### src/rtl/neo_led_scan.sv
// MVS credit-display / EL-lamp controller behind the NEO-F0 LED latches.
// Define LED_HEX_EN to decode nibbles A-F as hex glyphs; otherwise A-F are blank.
module neo_led_scan #(
  parameter int SCAN_DIV  = 1024,
  parameter int BLANK_CYC = 4
) (
  input  logic       CLK,
  input  logic       nRESET,
  input  logic       SYSTEM_TYPE,
  input  logic [2:0] LED_LATCH,
  input  logic [7:0] LED_DATA,
  output logic [6:0] SEG,
  output logic [3:0] DIG,
  output logic [3:0] EL_OUT,
  output logic       UPDATED
);

  localparam logic [15:0] PCNT_LAST = 16'(SCAN_DIV - 1);
  localparam logic [15:0] BLANK_END = 16'(BLANK_CYC);
  localparam logic [6:0]  SEG_OFF   = 7'h7F;
  localparam logic [3:0]  DIG_OFF   = 4'hF;

  logic [2:0]  r_prev_latch;
  logic [3:0]  r_el;
  logic [7:0]  r_d1;
  logic [7:0]  r_d2;
  logic [15:0] r_pcnt;
  logic [1:0]  r_idx;
  logic [6:0]  r_seg_hold;
  logic        r_fall_any;
  logic [6:0]  r_seg;
  logic [3:0]  r_dig;
  logic [3:0]  r_el_out;
  logic        r_updated;

  logic [2:0]  w_fall;
  logic        w_wrap;
  logic        w_blank;
  logic [3:0]  w_nibble;
  logic [6:0]  w_seg_next;
  logic [3:0]  w_dig_next;

  function automatic logic [6:0] seg_decode(input logic [3:0] nib);
    logic [6:0] seg;
    case (nib)
      4'h0:    seg = 7'b1000000;
      4'h1:    seg = 7'b1111001;
      4'h2:    seg = 7'b0100100;
      4'h3:    seg = 7'b0110000;
      4'h4:    seg = 7'b0011001;
      4'h5:    seg = 7'b0010010;
      4'h6:    seg = 7'b0000010;
      4'h7:    seg = 7'b1111000;
      4'h8:    seg = 7'b0000000;
      4'h9:    seg = 7'b0010000;
`ifdef LED_HEX_EN
      4'hA:    seg = 7'b0001000;
      4'hB:    seg = 7'b0000011;
      4'hC:    seg = 7'b1000110;
      4'hD:    seg = 7'b0100001;
      4'hE:    seg = 7'b0000110;
      default: seg = 7'b0001110;
`else
      default: seg = SEG_OFF;
`endif
    endcase
    return seg;
  endfunction

  assign w_fall  = r_prev_latch & ~LED_LATCH;
  assign w_wrap  = (r_pcnt == PCNT_LAST);
  assign w_blank = (r_pcnt < BLANK_END);

  // NOTE: a default before the case keeps every path assigned, so no latch is inferred.
  always_comb begin
    w_nibble = r_d1[3:0];
    case (r_idx)
      2'd0: w_nibble = r_d1[3:0];
      2'd1: w_nibble = r_d1[7:4];
      2'd2: w_nibble = r_d2[3:0];
      2'd3: w_nibble = r_d2[7:4];
      default: w_nibble = r_d1[3:0];
    endcase
  end

  // Segments are only re-decoded while blanked, so a capture never glitches a lit digit.
  assign w_seg_next = w_blank ? seg_decode(w_nibble) : r_seg_hold;
  assign w_dig_next = w_blank ? DIG_OFF : ~(4'b0001 << r_idx);

  // NOTE: reset is sampled only on the clock edge (synchronous), and all state uses <=.
  always_ff @(posedge CLK) begin
    if (!nRESET) begin
      r_prev_latch <= 3'b111;
      r_el         <= 4'h0;
      r_d1         <= 8'h00;
      r_d2         <= 8'h00;
      r_pcnt       <= 16'd0;
      r_idx        <= 2'd0;
      r_seg_hold   <= SEG_OFF;
      r_fall_any   <= 1'b0;
      r_seg        <= SEG_OFF;
      r_dig        <= DIG_OFF;
      r_el_out     <= 4'h0;
      r_updated    <= 1'b0;
    end else begin
      r_prev_latch <= LED_LATCH;
      if (w_fall[0]) r_el <= LED_DATA[3:0];
      if (w_fall[1]) r_d1 <= LED_DATA;
      if (w_fall[2]) r_d2 <= LED_DATA;

      r_fall_any <= |w_fall;
      r_updated  <= r_fall_any;

      r_pcnt <= w_wrap ? 16'd0 : r_pcnt + 16'd1;
      if (w_wrap) r_idx <= r_idx + 2'd1;

      // Scanning runs regardless of SYSTEM_TYPE so the display is current when enabled.
      r_seg_hold <= w_seg_next;
      r_seg      <= SYSTEM_TYPE ? w_seg_next : SEG_OFF;
      r_dig      <= SYSTEM_TYPE ? w_dig_next : DIG_OFF;
      r_el_out   <= SYSTEM_TYPE ? r_el : 4'h0;
    end
  end

  assign SEG     = r_seg;
  assign DIG     = r_dig;
  assign EL_OUT  = r_el_out;
  assign UPDATED = r_updated;

endmodule

### config.mk
export PLATFORM = sky130hd
export DESIGN_NAME = neo_led_scan
export DESIGN_NICKNAME = d
export VERILOG_FILES = /design/src/rtl/neo_led_scan.sv
export SDC_FILE = /design/constraint.sdc
export NUM_CORES = 1
export LEC_CHECK = 0
export BUFFER_PORTS_ARGS = -buffer_cell sky130_fd_sc_hd__buf_2
export CAP_MARGIN = 20
export CORE_MARGIN = 4
export CORE_UTILIZATION = 30
export CTS_CLUSTER_DIAMETER = 150
export DETAILED_ROUTE_END_ITERATION = 8
export PLACE_DENSITY = 0.57
export SETUP_SLACK_MARGIN = 0.02
export SLEW_MARGIN = 20
export SYNTH_ARGS = -nofsm -noshare
export SYNTH_HDL_FRONTEND = slang
export SYNTH_SLANG_ARGS = --single-unit
### constraint.sdc
create_clock -name CLK -period 2.6 [get_ports CLK]
set_clock_uncertainty 0.15 [all_clocks]
set_input_delay 0.26 -clock CLK [delete_from_list [all_inputs] [get_ports CLK]]
set_output_delay 0.26 -clock CLK [all_outputs]
set_load 0.01 [all_outputs]
==> impl_metrics.tcl, run 1 <==
set metrics [dict create \
    status "finished clean" \
    die_w_microns 101 \
    synth.top_cell.area_share_pct 49.7 \
    synthTopCellsByArea "dfxtp_1, nand2_1, ha_1" \
    cts_tree "done" \
    critPathArrivalTime_ns 2.42 \
    start_util_pct 31.4 \
    nNetsFinal 341 \
    wl_mm 5.23 \
    hold_viol 0 \
    dr.pass1.iters 5 \
    port_buffers 29 \
    track_usage_pct 11.2 \
    seqCellArea_sq_mm 0.00130 \
    synth-seq-cells 65 \
    synth.distinct_cells 42 \
    clkTransAtPathRegs_ns 0.07 \
    hold_slack_ns 0.0217 \
    critPathKind "reg2reg" \
    row_count 33 \
    hold_path_startpoint "LED_DATA[6]" \
    antenna_cells 0 \
    tightest_slew_ns 0.611 \
    synth-compound-area-share_pct 7.84 \
    r2r_setup_slack_ns 0.23 \
    cts_resized 0 \
    required_ns 2.65 \
    finalCritPeriodShare_pct 91.1 \
    grt_max_degree 26 \
    final_common_cell "dfxtp_1" \
    final_cell_area_sq_mm 0.00306 \
    p_leak_uw 0.00124 \
    vdd_drop_max_mv 0.204 \
    synth-simple-area-share_pct 24.4 \
    worst_setup_path_end_kind "register" \
    drive_gt1_share_pct 18.3 \
    hold_end "r_d2[6]" \
    synth_fp_nets 308 \
    layoutNonFillerInstCount 428 \
    whs_path_depth 3 \
    synthAdderAreaFrac_pct 4.30 \
    antenna_found_initial 0 \
    ys_seq_area_share_pct 49.7 \
    place_congestion 0.789 \
    grt_pass1_wl_mm 8.88 \
    dr_total_vias 1963 \
    dp.cells 408 \
    start_kind "register" \
    synth_top_family_by_area "simple AND/OR/NAND/NOR gates" \
    core-area_sq_mm 0.00834 \
    cts_buffers 9 \
    synth_xor_area_share_pct 5.36 \
    insertion_delay_ns 0.33 \
    synth_top_cell_by_area "dfxtp_1" \
    vias_per_cell 4.59 \
    drc 0 \
    first_iter_violations 118 \
    synth_area_per_cell_sq_um 9.18 \
    n_fill_cell 883 \
    setup_tns_ns 0 \
    r2r_cells 8 \
    cts_sinks 65 \
    timing.fmax_ghz 0.422 \
    hold_path_class "in2reg" \
    setup_viol 0 \
    cp_max_fo 5 \
    rsz0062_at_grt "false" \
    synth.cell_area_sq_mm 0.00262 \
    grt-ovfl-total 0 \
    die-area_sq_mm 0.0103 \
    fp.dieH_microns 101 \
    place_area_sq_mm 0.00285 \
    yosys_warnings 0 \
    layout_common_cells "dfxtp_1, nand2_1, buf_2" \
    routedWlPerCell_microns 12.2 \
    io_pins 30 \
    cts_buffer_depth 2 \
    h-tree-depth 3 \
    syn_inst 285 \
    area_growth_pct 16.8 \
    drv_slew 0 \
    maxCapViolCount 0 \
    ant_nets 0 \
    grt_pass1_vias 1876 \
    clockRootBuffer "clkbuf_8" \
    powerDensity_mw_per_mm2 651 \
    muxShareOfSynthArea_pct 4.64 \
    multi_input_area_sq_mm 0.00122 \
    r2r_end "SEG[5]" \
    maxSlewHeadroom_pct 59.2 \
    hpwl_mm 3.69 \
    r2r_start "r_idx[0]" \
    fin_crit_ns 2.37 \
]
cell type report:
type | instances | area share, %
Clock buffer | 13 | 5.20
Tap cell | 105 | 4.30
Clock inverter | 3 | 0.491
Sequential cell | 65 | 42.6
Timing Repair Buffer | 34 | 6.22
Inverter | 11 | 1.39
Multi-Input combinational cell | 197 | 39.8
Yosys cell counts, drive strengths merged:
| cell type | instances |
|---|---|
| nor2b | 2 |
| xnor2 | 9 |
| and4 | 2 |
| and2 | 4 |
| nand3 | 18 |
| nand2b | 8 |
| ha | 9 |
| or2 | 1 |
| nor4 | 4 |
| nand2 | 47 |
| mux2 | 3 |
| clkinv | 1 |
| mux2i | 8 |
| nand3b | 2 |
| a41oi | 1 |
| dfxtp | 65 |
| nor2 | 27 |
| o221ai | 1 |
| a222oi | 4 |
| o211ai | 2 |
| xor2 | 7 |
| or2b | 1 |
| and3 | 6 |
| a21oi | 17 |
| a31oi | 3 |
| clkbuf | 9 |
| buf | 3 |
| o21ai | 5 |
| nor3 | 2 |
| inv | 10 |
| nand4 | 4 |
through the flow:
stage	setup slack [ns]	utilization, %	total power, uW
6_report	0.231	36.6	1990
5_1_grt	0.0158	36.6	2090
4_1_cts	0.197	36.6	2010
3_5_place_dp	0.224	34.1	1250
3_3_place_gp	0.286	34.1	1250
2_1_floorplan	0.436	-	1200
worst max-delay path by stage:
stage / slack [ns] / startpoint / end
floorplan: 0.44 / r_idx[0] / SEG[3]
global placement: 0.29 / r_idx[0] / SEG[3]
detailed placement: 0.22 / r_idx[0] / SEG[3]
CTS: 0.20 / r_idx[0] / SEG[3]
global route: 0.02 / r_idx[0] / SEG[4]
finish: 0.23 / r_idx[0] / SEG[5]
state kept, by name (all words and copies together), names as in the netlist:
register	flops
r_pcnt	16
r_d1	8
r_d2	8
SEG	7
r_seg_hold	7
DIG	4
EL_OUT	4
r_el	4
r_prev_latch	3
r_idx	2
UPDATED	1
r_fall_any	1
worst max-delay path: stages, from the launching register on:
cell      delay [ns]
dfxtp_1         0.40
inv_1           0.11
ha_1            0.27
a222oi_1        0.36
mux2_2          0.27
inv_1           0.08
ha_1            0.22
o211ai_1        0.27
nand3_1         0.11
report_power, final:
| group | internal, uW | leakage (uW) | switching (uW) |
|---|---|---|---|
| Sequential | 1050 | 0.000533 | 20.5 |
| Clock | 394 | 0.0000932 | 364 |
| Combinational | 69.2 | 0.000615 | 95.8 |
per-layer routing:
metal	share of wire (%)	GRT usage, %	vias to the layer above	wire length (microns)
li1	-	-	1023	-
met1	48	14.5	903	2520
met2	46	16.9	31	2430
met3	4.0	3.51	6	207
met4	1.3	5.21	0	70
met5	0	0	-	0
kinds of logic after synthesis:
kind of cell,Yosys count
buf+inv,23
mux,11
fa+ha+maj,9
flops,65
compound gates,33
xor+xnor,16
simple gates,128
what timing repair did:
action / CTS / global route
buffers inserted: 0 / 1
hold endpoints to repair: 3 / 0
setup endpoints to repair: 0 / 7
hold buffers: 3 / 0
(Power assumes the default switching activity.)
==> run 2, diff against run 1 <==
--- a/config.mk
+++ b/config.mk
@@ -7,7 +7,7 @@
 export LEC_CHECK = 0
 export BUFFER_PORTS_ARGS = -buffer_cell sky130_fd_sc_hd__buf_2
 export CAP_MARGIN = 20
-export CORE_MARGIN = 4
+export CORE_MARGIN = 3
 export CORE_UTILIZATION = 30
 export CTS_CLUSTER_DIAMETER = 150
 export DETAILED_ROUTE_END_ITERATION = 8
==> impl_metrics.tcl, run 2 (synthesis results as in run 1) <==
set metrics [dict create \
    largest_register_ffs 16 \
    maxCapViolCount 0 \
    layoutNonFillerInstCount 428 \
    antenna_found_initial 0 \
    die-area_sq_mm 0.00988 \
    tightest_slew_ns 0.576 \
    start_util_pct 31.4 \
    cts_buffers 9 \
    hold_path_startpoint "LED_DATA[6]" \
    wl_met3_microns 209 \
    grt_pass1_vias 1862 \
    cp_max_fo 5 \
    wl_mm 5.16 \
    vdd_drop_max_mv 0.187 \
    grt_pass1_wl_mm 8.80 \
    n_fill_cell 871 \
    routedWlPerCell_microns 12.1 \
    clockRootBuffer "clkbuf_8" \
    cts_tree "done" \
    fp.dieH_microns 99.4 \
    dr.pass1.iters 5 \
    drive_gt1_share_pct 18.3 \
    hold_slack_ns 0.0189 \
    drc 0 \
    powerDensity_mw_per_mm2 686 \
    area_growth_pct 18.1 \
    grt-ovfl-total 0 \
    slowest_stage "dfxtp_1" \
    nNetsFinal 341 \
    met1_length_mm 2.54 \
    critPathKind "reg2reg" \
    core-area_sq_mm 0.00834 \
    die_w_microns 99.4 \
    critPathArrivalTime_ns 2.39 \
    crit_family "compound AO/OA/AOI/OAI gates" \
    drv_slew 0 \
    hold_path_class "in2reg" \
    reg_top3 "r_pcnt (16), r_d1 (8), r_d2 (8)" \
    io_pins 30 \
    layout_common_cells "dfxtp_1, nand2_1, buf_2" \
    status "finished clean" \
    top_layer "met4" \
    final_common_cell "dfxtp_1" \
    ant_nets 0 \
    cts_sinks 65 \
    cts_buffer_depth 2 \
    h-tree-depth 3 \
    antenna_cells 0 \
    row_count 33 \
    setup_viol 0 \
    place_congestion 0.746 \
    hold_viol 0 \
    rsz0062_at_grt "false" \
    r2r_start "r_idx[0]" \
    grt_max_degree 26 \
    p_leak_uw 0.00126 \
    dr_total_vias 1959 \
    hpwl_mm 3.68 \
    insertion_delay_ns 0.34 \
    start_kind "register" \
    required_ns 2.66 \
    fin_crit_ns 2.32 \
    finalCritPeriodShare_pct 89.4 \
    worst_setup_path_end_kind "register" \
    port_buffers 29 \
    clkTransAtPathRegs_ns 0.07 \
    route.met2.wl_mm 2.39 \
    timing.fmax_ghz 0.430 \
    setup_tns_ns 0 \
    slowest_delay_ns 0.40 \
    track_usage_pct 11.4 \
    dp.cells 408 \
    first_iter_violations 77 \
    regMostFlops "r_pcnt" \
    cp_num_buf_inv 2 \
    crit_start "r_idx[0]" \
    path_cells "inv_1 > ha_1 > a222oi_1 > mux2_2 > inv_1 > ha_1 > o221ai_1 > nand3_1" \
    maxSlewHeadroom_pct 61.5 \
    vias_per_cell 4.58 \
]
[run 2: per-layer routing]
layer,GRT usage (%),vias up
li1,-,1025
met5,0,-
met3,3.16,3
met2,17.4,31
met4,5.67,0
met1,14.7,900
[run 2: worst paths after layout]
check / slack, ns / end / depth (start not counted)
worst min-delay path: 0.02 / r_d2[6] / 3
worst min register to register: 0.28 / UPDATED / 1
worst max register to register: 0.28 / SEG[6] / 8
worst max-delay path: 0.28 / SEG[6] / 8
[run 2: cell type report]
class                           count  area, sq um  share of cell area, %
Timing Repair Buffer               34          190                   6.15
Clock buffer                       14          173                   5.59
Multi-Input combinational cell    197         1220                   39.4
Tap cell                          105          131                   4.25
Inverter                           11         42.5                   1.38
Clock inverter                      2         35.0                   1.13
Sequential cell                    65         1300                   42.1
[run 2: repair_timing]
item	in CTS	in global routing
setup buffers	0	1
hold buffers	3	0
endpoints found under the hold margin	3	0
setup endpoints to repair	0	1
gates resized for setup	0	0
[run 2: metrics by stage]
stage	total power [uW]	setup WS [ns]	instance area, sq um	util (%)
detailed placement	1250	0.225	2850	34.1
CTS	2140	0.199	3080	37.0
floorplan	1200	0.436	2620	-
global placement	1250	0.310	2850	34.1
global route	2220	0.0242	3090	37.1
finish	2120	0.276	3090	37.1
[run 2: worst register-to-register path, cell delays in order (launching register included)]
cell and delay, ns:
dfxtp_1 0.40, inv_1 0.10, ha_1 0.26, a222oi_1 0.40
mux2_2 0.27, inv_1 0.07, ha_1 0.21, o221ai_1 0.24
nand3_1 0.10
[run 2: where the power goes]
group          internal (uW)  switching, uW
registers               1050           19.9
logic                   69.1           94.9
clock network            521            371
total                   1640            486
